<file path="config.mk">
export PLATFORM = sky130hd
export DESIGN_NAME = noc_root_endpoint_flat
export DESIGN_NICKNAME = d
export VERILOG_FILES = /design/src/rtl/common_pkg.sv /design/src/rtl/noc_root_endpoint_if.sv /design/src/rtl/noc_vc_fifo.sv /design/src/rtl/noc_root_endpoint.sv /design/src/flat_wrapper.sv
export SDC_FILE = /design/constraint.sdc
export NUM_CORES = 1
export LEC_CHECK = 0
export ABC_AREA = 1
export BUFFER_PORTS_ARGS = -buffer_cell sky130_fd_sc_hd__buf_2
export CORE_MARGIN = 5
export CORE_UTILIZATION = 65
export CTS_BUF_LIST = sky130_fd_sc_hd__clkbuf_8
export DETAILED_ROUTE_END_ITERATION = 12
export GPL_TIMING_DRIVEN = 0
export PLACE_DENSITY = 0.94
export SLEW_MARGIN = 30
export SYNTH_ARGS = -nofsm -noshare
export SYNTH_HDL_FRONTEND = slang
export SYNTH_SLANG_ARGS = --single-unit
</file>
<file path="constraint.sdc">
create_clock -name clk -period 4.8 [get_ports clk]
set_clock_uncertainty 0.15 [all_clocks]
set_input_delay 0.48 -clock clk [delete_from_list [all_inputs] [get_ports clk]]
set_output_delay 0.48 -clock clk [all_outputs]
set_load 0.02 [all_outputs]
</file>
<file path="src/rtl/common_pkg.sv">
// rtl/common_pkg.sv - shared constants and helpers for the NoC root endpoint
package common_pkg;

  localparam int ROOT_EP_CNT_W = 32;

  // Index of the highest set bit; callers pass one-hot vectors.
  function automatic int onehot_to_idx(input logic [31:0] oh);
    int idx;
    idx = 0;
    for (int i = 0; i < 32; i++) begin
      if (oh[i]) idx = i;
    end
    return idx;
  endfunction

endpackage

</file>
<file path="src/rtl/noc_root_endpoint_if.sv">
// rtl/noc_root_endpoint_if.sv - flit/credit bundle between the network and a root endpoint
interface noc_root_endpoint_if #(
  parameter int VC_W  = 2,
  parameter int PKT_W = 35
);
  logic [VC_W-1:0]  rx_vc_target;
  logic [PKT_W-1:0] rx_packet;
  logic [VC_W-1:0]  rx_vc_credit_gnt;
  logic [VC_W-1:0]  tx_vc_target;
  logic [PKT_W-1:0] tx_packet;
  logic [VC_W-1:0]  tx_vc_credit_gnt;

  modport master (
    output rx_vc_target, rx_packet, tx_vc_credit_gnt,
    input  rx_vc_credit_gnt, tx_vc_target, tx_packet
  );

  modport slave (
    input  rx_vc_target, rx_packet, tx_vc_credit_gnt,
    output rx_vc_credit_gnt, tx_vc_target, tx_packet
  );
endinterface

</file>
<file path="src/rtl/noc_vc_fifo.sv">
// rtl/noc_vc_fifo.sv - per-VC flit buffer; push and pop may coincide even when full
module noc_vc_fifo #(
  parameter int PKT_W = 35,
  parameter int DEPTH = 2
) (
  input  logic             clk,
  input  logic             rst,
  input  logic             push,
  input  logic [PKT_W-1:0] din,
  input  logic             pop,
  output logic [PKT_W-1:0] dout,
  output logic             full,
  output logic             empty
);
  localparam int AW = (DEPTH > 1) ? $clog2(DEPTH) : 1;
  localparam int CW = $clog2(DEPTH + 1);

  logic [PKT_W-1:0] mem_q [DEPTH];
  logic [PKT_W-1:0] mem_d [DEPTH];
  logic [AW-1:0]    rd_ptr_q, rd_ptr_d;
  logic [AW-1:0]    wr_ptr_q, wr_ptr_d;
  logic [CW-1:0]    count_q, count_d;

  function automatic logic [AW-1:0] bump(input logic [AW-1:0] p);
    return (p == AW'(DEPTH - 1)) ? '0 : p + 1'b1;
  endfunction

  always_comb begin
    mem_d    = mem_q;
    rd_ptr_d = rd_ptr_q;
    wr_ptr_d = wr_ptr_q;
    count_d  = count_q;
    if (push) begin
      mem_d[wr_ptr_q] = din;
      wr_ptr_d        = bump(wr_ptr_q);
    end
    if (pop) rd_ptr_d = bump(rd_ptr_q);
    case ({push, pop})
      2'b10:   count_d = count_q + 1'b1;
      2'b01:   count_d = count_q - 1'b1;
      default: count_d = count_q;
    endcase
  end

  always_ff @(posedge clk or posedge rst) begin
    if (rst) begin
      rd_ptr_q <= '0;
      wr_ptr_q <= '0;
      count_q  <= '0;
    end else begin
      rd_ptr_q <= rd_ptr_d;
      wr_ptr_q <= wr_ptr_d;
      count_q  <= count_d;
    end
  end

  // Storage needs no reset: the cleared count makes old entries unreachable.
  always_ff @(posedge clk) begin
    mem_q <= mem_d;
  end

  assign dout  = mem_q[rd_ptr_q];
  assign full  = (count_q == CW'(DEPTH));
  assign empty = (count_q == '0);

endmodule

</file>
<file path="src/rtl/noc_root_endpoint.sv">
// rtl/noc_root_endpoint.sv - root port: per-VC buffering, credit-gated round-robin send
// Optional flit counters rx_count/tx_count with NOC_ROOT_ENDPOINT_STATS_EN.
module noc_root_endpoint
  import common_pkg::*;
#(
  parameter int N             = 4,
  parameter int VC_W          = 2,
  parameter int D_W           = 32,
  parameter int A_W           = $clog2(N) + 1,
  parameter int VC_FIFO_DEPTH = 2
) (
  input  logic                     clk,
  input  logic                     rst,
  noc_root_endpoint_if.slave       nif,
  output logic                     err
`ifdef NOC_ROOT_ENDPOINT_STATS_EN
  ,
  output logic [ROOT_EP_CNT_W-1:0] rx_count,
  output logic [ROOT_EP_CNT_W-1:0] tx_count
`endif
);
  localparam int PKT_W = A_W + D_W;
  localparam int CW    = $clog2(VC_FIFO_DEPTH + 1);
  localparam int PW    = (VC_W > 1) ? $clog2(VC_W) : 1;

  logic [VC_W-1:0]  fifo_push, fifo_full, fifo_empty, elig, gnt;
  logic [PKT_W-1:0] fifo_dout [VC_W];
  logic [PKT_W-1:0] sel_pkt;
  logic [CW-1:0]    cred_q [VC_W];
  logic [CW-1:0]    cred_d [VC_W];
  logic [PW-1:0]    ptr_q, ptr_d;
  logic             overflow, overrun, found;
  int               gnt_idx;

  logic [VC_W-1:0]  tx_vc_target_q, tx_vc_target_d;
  logic [VC_W-1:0]  rx_vc_credit_gnt_q, rx_vc_credit_gnt_d;
  logic [PKT_W-1:0] tx_packet_q, tx_packet_d;
  logic             err_q, err_d;

  for (genvar v = 0; v < VC_W; v++) begin : g_vc
    noc_vc_fifo #(.PKT_W(PKT_W), .DEPTH(VC_FIFO_DEPTH)) u_fifo (
      .clk   (clk),
      .rst   (rst),
      .push  (fifo_push[v]),
      .din   (nif.rx_packet),
      .pop   (gnt[v]),
      .dout  (fifo_dout[v]),
      .full  (fifo_full[v]),
      .empty (fifo_empty[v])
    );
  end

  // Eligibility looks only at registered state, so an arriving flit cannot bypass.
  always_comb begin
    for (int v = 0; v < VC_W; v++) begin
      elig[v] = !fifo_empty[v] && (cred_q[v] != '0);
    end
  end

  always_comb begin
    gnt   = '0;
    found = 1'b0;
    for (int i = 0; i < VC_W; i++) begin
      for (int j = 0; j < VC_W; j++) begin
        if (!found && elig[j] && (((int'(ptr_q) + i) % VC_W) == j)) begin
          gnt[j] = 1'b1;
          found  = 1'b1;
        end
      end
    end
  end

  always_comb begin
    sel_pkt = '0;
    for (int v = 0; v < VC_W; v++) begin
      if (gnt[v]) sel_pkt = fifo_dout[v];
    end
    gnt_idx = onehot_to_idx(32'(gnt));
    ptr_d   = ptr_q;
    if (|gnt) ptr_d = (gnt_idx == VC_W - 1) ? '0 : PW'(gnt_idx + 1);
  end

  // A full FIFO still accepts when its head leaves in the same cycle.
  always_comb begin
    fifo_push = '0;
    overflow  = 1'b0;
    for (int v = 0; v < VC_W; v++) begin
      if (nif.rx_vc_target[v]) begin
        if (!fifo_full[v] || gnt[v]) fifo_push[v] = 1'b1;
        else                         overflow     = 1'b1;
      end
    end
  end

  always_comb begin
    overrun = 1'b0;
    for (int v = 0; v < VC_W; v++) begin
      cred_d[v] = cred_q[v];
      if (gnt[v] && !nif.tx_vc_credit_gnt[v]) begin
        cred_d[v] = cred_q[v] - 1'b1;
      end else if (!gnt[v] && nif.tx_vc_credit_gnt[v]) begin
        if (cred_q[v] == CW'(VC_FIFO_DEPTH)) overrun   = 1'b1;
        else                                 cred_d[v] = cred_q[v] + 1'b1;
      end
    end
  end

  always_comb begin
    tx_vc_target_d     = gnt;
    rx_vc_credit_gnt_d = gnt;
    tx_packet_d        = sel_pkt;
    err_d              = err_q | overflow | overrun;
  end

  always_ff @(posedge clk or posedge rst) begin
    if (rst) begin
      for (int v = 0; v < VC_W; v++) cred_q[v] <= CW'(VC_FIFO_DEPTH);
      ptr_q              <= '0;
      tx_vc_target_q     <= '0;
      rx_vc_credit_gnt_q <= '0;
      tx_packet_q        <= '0;
      err_q              <= 1'b0;
    end else begin
      cred_q             <= cred_d;
      ptr_q              <= ptr_d;
      tx_vc_target_q     <= tx_vc_target_d;
      rx_vc_credit_gnt_q <= rx_vc_credit_gnt_d;
      tx_packet_q        <= tx_packet_d;
      err_q              <= err_d;
    end
  end

  assign nif.tx_vc_target     = tx_vc_target_q;
  assign nif.rx_vc_credit_gnt = rx_vc_credit_gnt_q;
  assign nif.tx_packet        = tx_packet_q;
  assign err                  = err_q;

`ifdef NOC_ROOT_ENDPOINT_STATS_EN
  logic [ROOT_EP_CNT_W-1:0] rx_count_q, rx_count_d;
  logic [ROOT_EP_CNT_W-1:0] tx_count_q, tx_count_d;

  always_comb begin
    rx_count_d = rx_count_q + ROOT_EP_CNT_W'(|fifo_push);
    tx_count_d = tx_count_q + ROOT_EP_CNT_W'(|gnt);
  end

  always_ff @(posedge clk or posedge rst) begin
    if (rst) begin
      rx_count_q <= '0;
      tx_count_q <= '0;
    end else begin
      rx_count_q <= rx_count_d;
      tx_count_q <= tx_count_d;
    end
  end

  assign rx_count = rx_count_q;
  assign tx_count = tx_count_q;
`endif

endmodule

</file>
<file path="src/flat_wrapper.sv">
// flat-port wrapper written by rule: the top's interface ports become plain ports
module noc_root_endpoint_flat import common_pkg::*;
#(
  parameter int N             = 4,
  parameter int VC_W          = 2,
  parameter int D_W           = 32,
  parameter int A_W           = $clog2(N) + 1,
  parameter int VC_FIFO_DEPTH = 2
)
  (clk, rst, err, nif_rx_vc_target, nif_rx_packet, nif_tx_vc_credit_gnt, nif_rx_vc_credit_gnt, nif_tx_vc_target, nif_tx_packet);
  noc_root_endpoint_if #(.VC_W(VC_W), .PKT_W(35)) nif_i ();
  input  logic clk;
  input  logic rst;
  output logic err;
  input wire logic [$bits(nif_i.rx_vc_target)-1:0] nif_rx_vc_target;
  input wire logic [$bits(nif_i.rx_packet)-1:0] nif_rx_packet;
  input wire logic [$bits(nif_i.tx_vc_credit_gnt)-1:0] nif_tx_vc_credit_gnt;
  output wire logic [$bits(nif_i.rx_vc_credit_gnt)-1:0] nif_rx_vc_credit_gnt;
  output wire logic [$bits(nif_i.tx_vc_target)-1:0] nif_tx_vc_target;
  output wire logic [$bits(nif_i.tx_packet)-1:0] nif_tx_packet;
  assign nif_i.rx_vc_target = nif_rx_vc_target;
  assign nif_i.rx_packet = nif_rx_packet;
  assign nif_i.tx_vc_credit_gnt = nif_tx_vc_credit_gnt;
  assign nif_rx_vc_credit_gnt = nif_i.rx_vc_credit_gnt;
  assign nif_tx_vc_target = nif_i.tx_vc_target;
  assign nif_tx_packet = nif_i.tx_packet;
  noc_root_endpoint #(.N(N), .VC_W(VC_W), .D_W(D_W), .A_W(A_W), .VC_FIFO_DEPTH(VC_FIFO_DEPTH)) u_core (.clk(clk), .rst(rst), .nif(nif_i), .err(err));
endmodule
</file>
==> key figures <==
Worst setup path
  – Critical Path Start: u_core.cred_q[1]
  – Worst setup path endpoint: u_core.g_vc[1].u_fifo.mem_q[14]
  – R2R Path Start: u_core.cred_q[1]
  – CP endpoint kind: flip-flop
  – Crit path DAT: 2410 ps
  – Critical path type: flip-flop to flip-flop
  – Worst Path Max Fanout: 20
  – Worst EP required: 4810 ps
  – R2R Path End: u_core.g_vc[1].u_fifo.mem_q[14]
  – R2R Setup Slk: 2400 ps
  – R2R depth: 7
  – Startpoint class of the critical path: flip-flop

STA
  – Final slew viol count: 0
  – Setup TNS: 0 ps
  – Worst slew margin: 57.6%
  – Crit path time final: 2400 ps
  – Fmax: 417 MHz
  – Final setup violation count: 0
  – Unrepaired setup endpoints after global routing: no
  – Fin. Hold Viols: 0
  – Final worst slack: 2400 ps
  – Final Cycle Share: 50.0%
  – Worst slew pin tran: 635 ps

GRT
  – Antenna violations before repair: 1
  – Total GRT Usage: 24.2%
  – Vias in the first global route: 4,919
  – GR Overflow Total: 0
  – First-pass GRT wire length: 24,200 um
  – Pin count of the biggest net entering global routing: 33

Routing
  – Final wirelength: 15,100 um
  – DR WL/cell: 17.1 um
  – Iteration-0 DRC Markers: 334
  – DR vias/cell: 5.37
  – Antenna Nets Post-Route: 0
  – Vias: 4,722
  – Detailed Routing Iterations Pass 1: 5
  – Number of remaining DRC errors: 0

Clocking
  – H-tree depth: 4
  – CTS root buf: clkbuf_8
  – CTS buffer count: 17
  – TritonCTS clock tree: done
  – Clock Tree Buf Depth: 2
  – Clock slew at reported path FFs: 90 ps
  – Post-CTS Setup Bufs: 0
  – Worst-Skew Late Latency: 460 ps
  – Sink Count: 191

Die
  – Core outline area: 0.0113 mm2
  – Ports: 81
  – # rows: 39
  – Die height: 117 um
  – Die Width: 117 um
  – Die ar.: 0.0136 mm2
  – Initial Utilization: 65.5%

Yosys
  – Cell area after synthesis: 0.00739 mm2
  – Syn_nets: 664
  – Netlist cell types: 29
  – Sequential cell area fraction in the yosys report: 74.2%
  – Cells after synthesis: 617
  – Synth Register Bits: 191
  – Yosys warns: 0
  – Post-Syn Area per Cell: 12.0 um2

Placement
  – Worst Setup Slack post-DPL: 2430 ps
  – Final HPWL DP: 9990 um
  – Port bufs: 80
  – RD Place Congestion: 0.764

Power and ir drop
  – Psw: 2.42 mW
  – Sw Share: 39.6%
  – Clock share of power: 17.8%
  – Peak VDD IR: 0.476 mV
  – Leak pwr: 3.84 nW
  – PD cells: 717 mW/mm2
  – Int Pwr: 3.70 mW
  – Sequential power share: 41.2%
  – Gate power share: 41.0%

Final layout
  – NumNets Final: 769
  – Reg area: 0.00548 mm2
  – Fillcell total: 655
  – Multi-input gate area: 0.00167 mm2
  – Fraction of layout cells with a size suffix above 1: 22.7%
  – Area Growth Syn to Fin: 15.6%

Status
  – Status: finished clean

Worst hold path
  – Hold Crit Depth: 1
  – Hold Path Class: input port to flip-flop

Flow run
  – MaxCap Viol Count: 0
-- critical path, stage by stage (launching register included) --
cell and delay (ps):
dfstp_2 550, inv_1 70, nand2_1 110, nand3_2 130, nand3_1 170, nand2_1 140
nor2_4 510, buf_16 260
-- sequential cells by signal (all words and copies together) (netlist names) --
register and cells:
u_core.nif.tx_packet 35, u_core.g_vc.u_fifo.count_q 4, u_core.err 1, u_core.g_vc.u_fifo.wr_ptr_q 2, u_core.ptr_q 1, u_core.nif.tx_vc_target 2
u_core.g_vc.u_fifo.mem_q 140, u_core.cred_q 4, u_core.g_vc.u_fifo.rd_ptr_q 2
-- metrics by stage --
stage / instance area [um2] / utilization, % / std cells / hold slack (ps) / power (mW)
after floorplan: 7390 / - / 617 / 292 / 4.23
after global placement: 7970 / 70.7 / 840 / 299 / 4.84
after detailed placement: 8110 / 71.9 / 845 / 306 / 5.06
after CTS: 8540 / 75.7 / 878 / 55.3 / 6.14
after global routing: 8540 / 75.8 / 879 / 37.0 / 6.52
final: 8540 / 75.8 / 880 / 78.2 / 6.13
-- cells by family after synthesis --
kind of cell             Yosys count  synth area share, %
adder cells (fa/ha/maj)            6                 1.02
XOR/XNOR                          10                 1.19
flip-flops                       191                 74.2
buffers and inverters             42                 3.44
AND/OR/NAND/NOR                  360                 19.6
AO/OA/AOI/OAI                      8                0.542
-- cells in the mapped netlist, drive strengths merged --
library cell  instances  area (um2)
a21oi                 4        20.0
buf                  16         144
clkbuf                6        22.5
clkinv                2        7.51
dfrtp                49        1230
dfstp                 2        52.6
edfxtp              140        4200
ha                    6        75.1
inv                  18        80.1
nand2               335        1310
nand3                 9        55.1
nor2                 14        72.6
nor3                  1        5.00
o21ai                 4        20.0
or2                   1        6.26
xnor2                 2        17.5
xor2                  8        70.1
-- layer usage --
| layer | track usage [%] | share of wire [%] | vias to the layer above |
|---|---|---|---|
| met5 | 0 | 0 | - |
| met4 | 9.02 | 2.0 | 0 |
| met3 | 6.42 | 8.8 | 33 |
| met2 | 40.9 | 51 | 223 |
| met1 | 30.3 | 38 | 2254 |
| li1 | - | - | 2212 |
-- worst min-delay path by stage --
stage                                              start                         endpoint  slack (ps)
final                                   nif_rx_packet[9]  u_core.g_vc[0].u_fifo.mem_q[44]          80
after global routing                   nif_rx_packet[19]  u_core.g_vc[0].u_fifo.mem_q[19]          40
after CTS                               nif_rx_packet[9]  u_core.g_vc[0].u_fifo.mem_q[44]          60
after detailed placement                             rst         u_core.nif.tx_packet[27]         310
after floorplan           u_core.g_vc[0].u_fifo.wr_ptr_q   u_core.g_vc[0].u_fifo.wr_ptr_q         290
after global placement                        u_core.err                       u_core.err         300
-- power groups by stage --
stage | clock, mW | sequential (mW) | combinational, mW
finish | 1.09 | 2.52 | 2.51
global route | 1.17 | 2.57 | 2.78
CTS | 1.10 | 2.52 | 2.52
detailed placement | 0 | 2.56 | 2.50
global placement | 0 | 2.54 | 2.29
floorplan | 0 | 2.72 | 1.51
-- cell usage in the layout, fill, tap and decap left out, types with 3 or more instances in the layout --
cell,Yosys,layout
inv_8,1,3
bufinv_16,0,3
nor2_1,10,8
clkbuf_1,6,6
dfrtp_1,49,49
nor2_4,2,4
nand3_1,7,7
buf_16,0,3
buf_2,6,86
inv_1,14,12
buf_6,3,3
clkbuf_8,0,17
xor2_1,8,8
nand2_1,318,318
ha_1,6,6
a21oi_1,4,4
buf_4,4,4
buf_12,1,3
inv_2,2,4
o21ai_0,4,4
inv_6,1,3
edfxtp_1,140,140
nand2_2,15,15
clkinvlp_4,0,4
-- cell type report --
type	instances	share of cell area, %
Antenna cell	2	0.0586
Buffer	22	1.95
Clock buffer	17	2.74
Clock inverter	15	2.18
Inverter	20	1.05
Multi-Input combinational cell	384	19.5
Sequential cell	191	64.2
Tap cell	143	2.09
Timing Repair Buffer	86	6.24
-- repair_timing --
item | 4_1_cts | 5_1_grt
resized for setup | 0 | 0
endpoints found under the hold margin | 19 | 0
hold buffers | 1 | 0
Power figures use the tool's default switching activity.
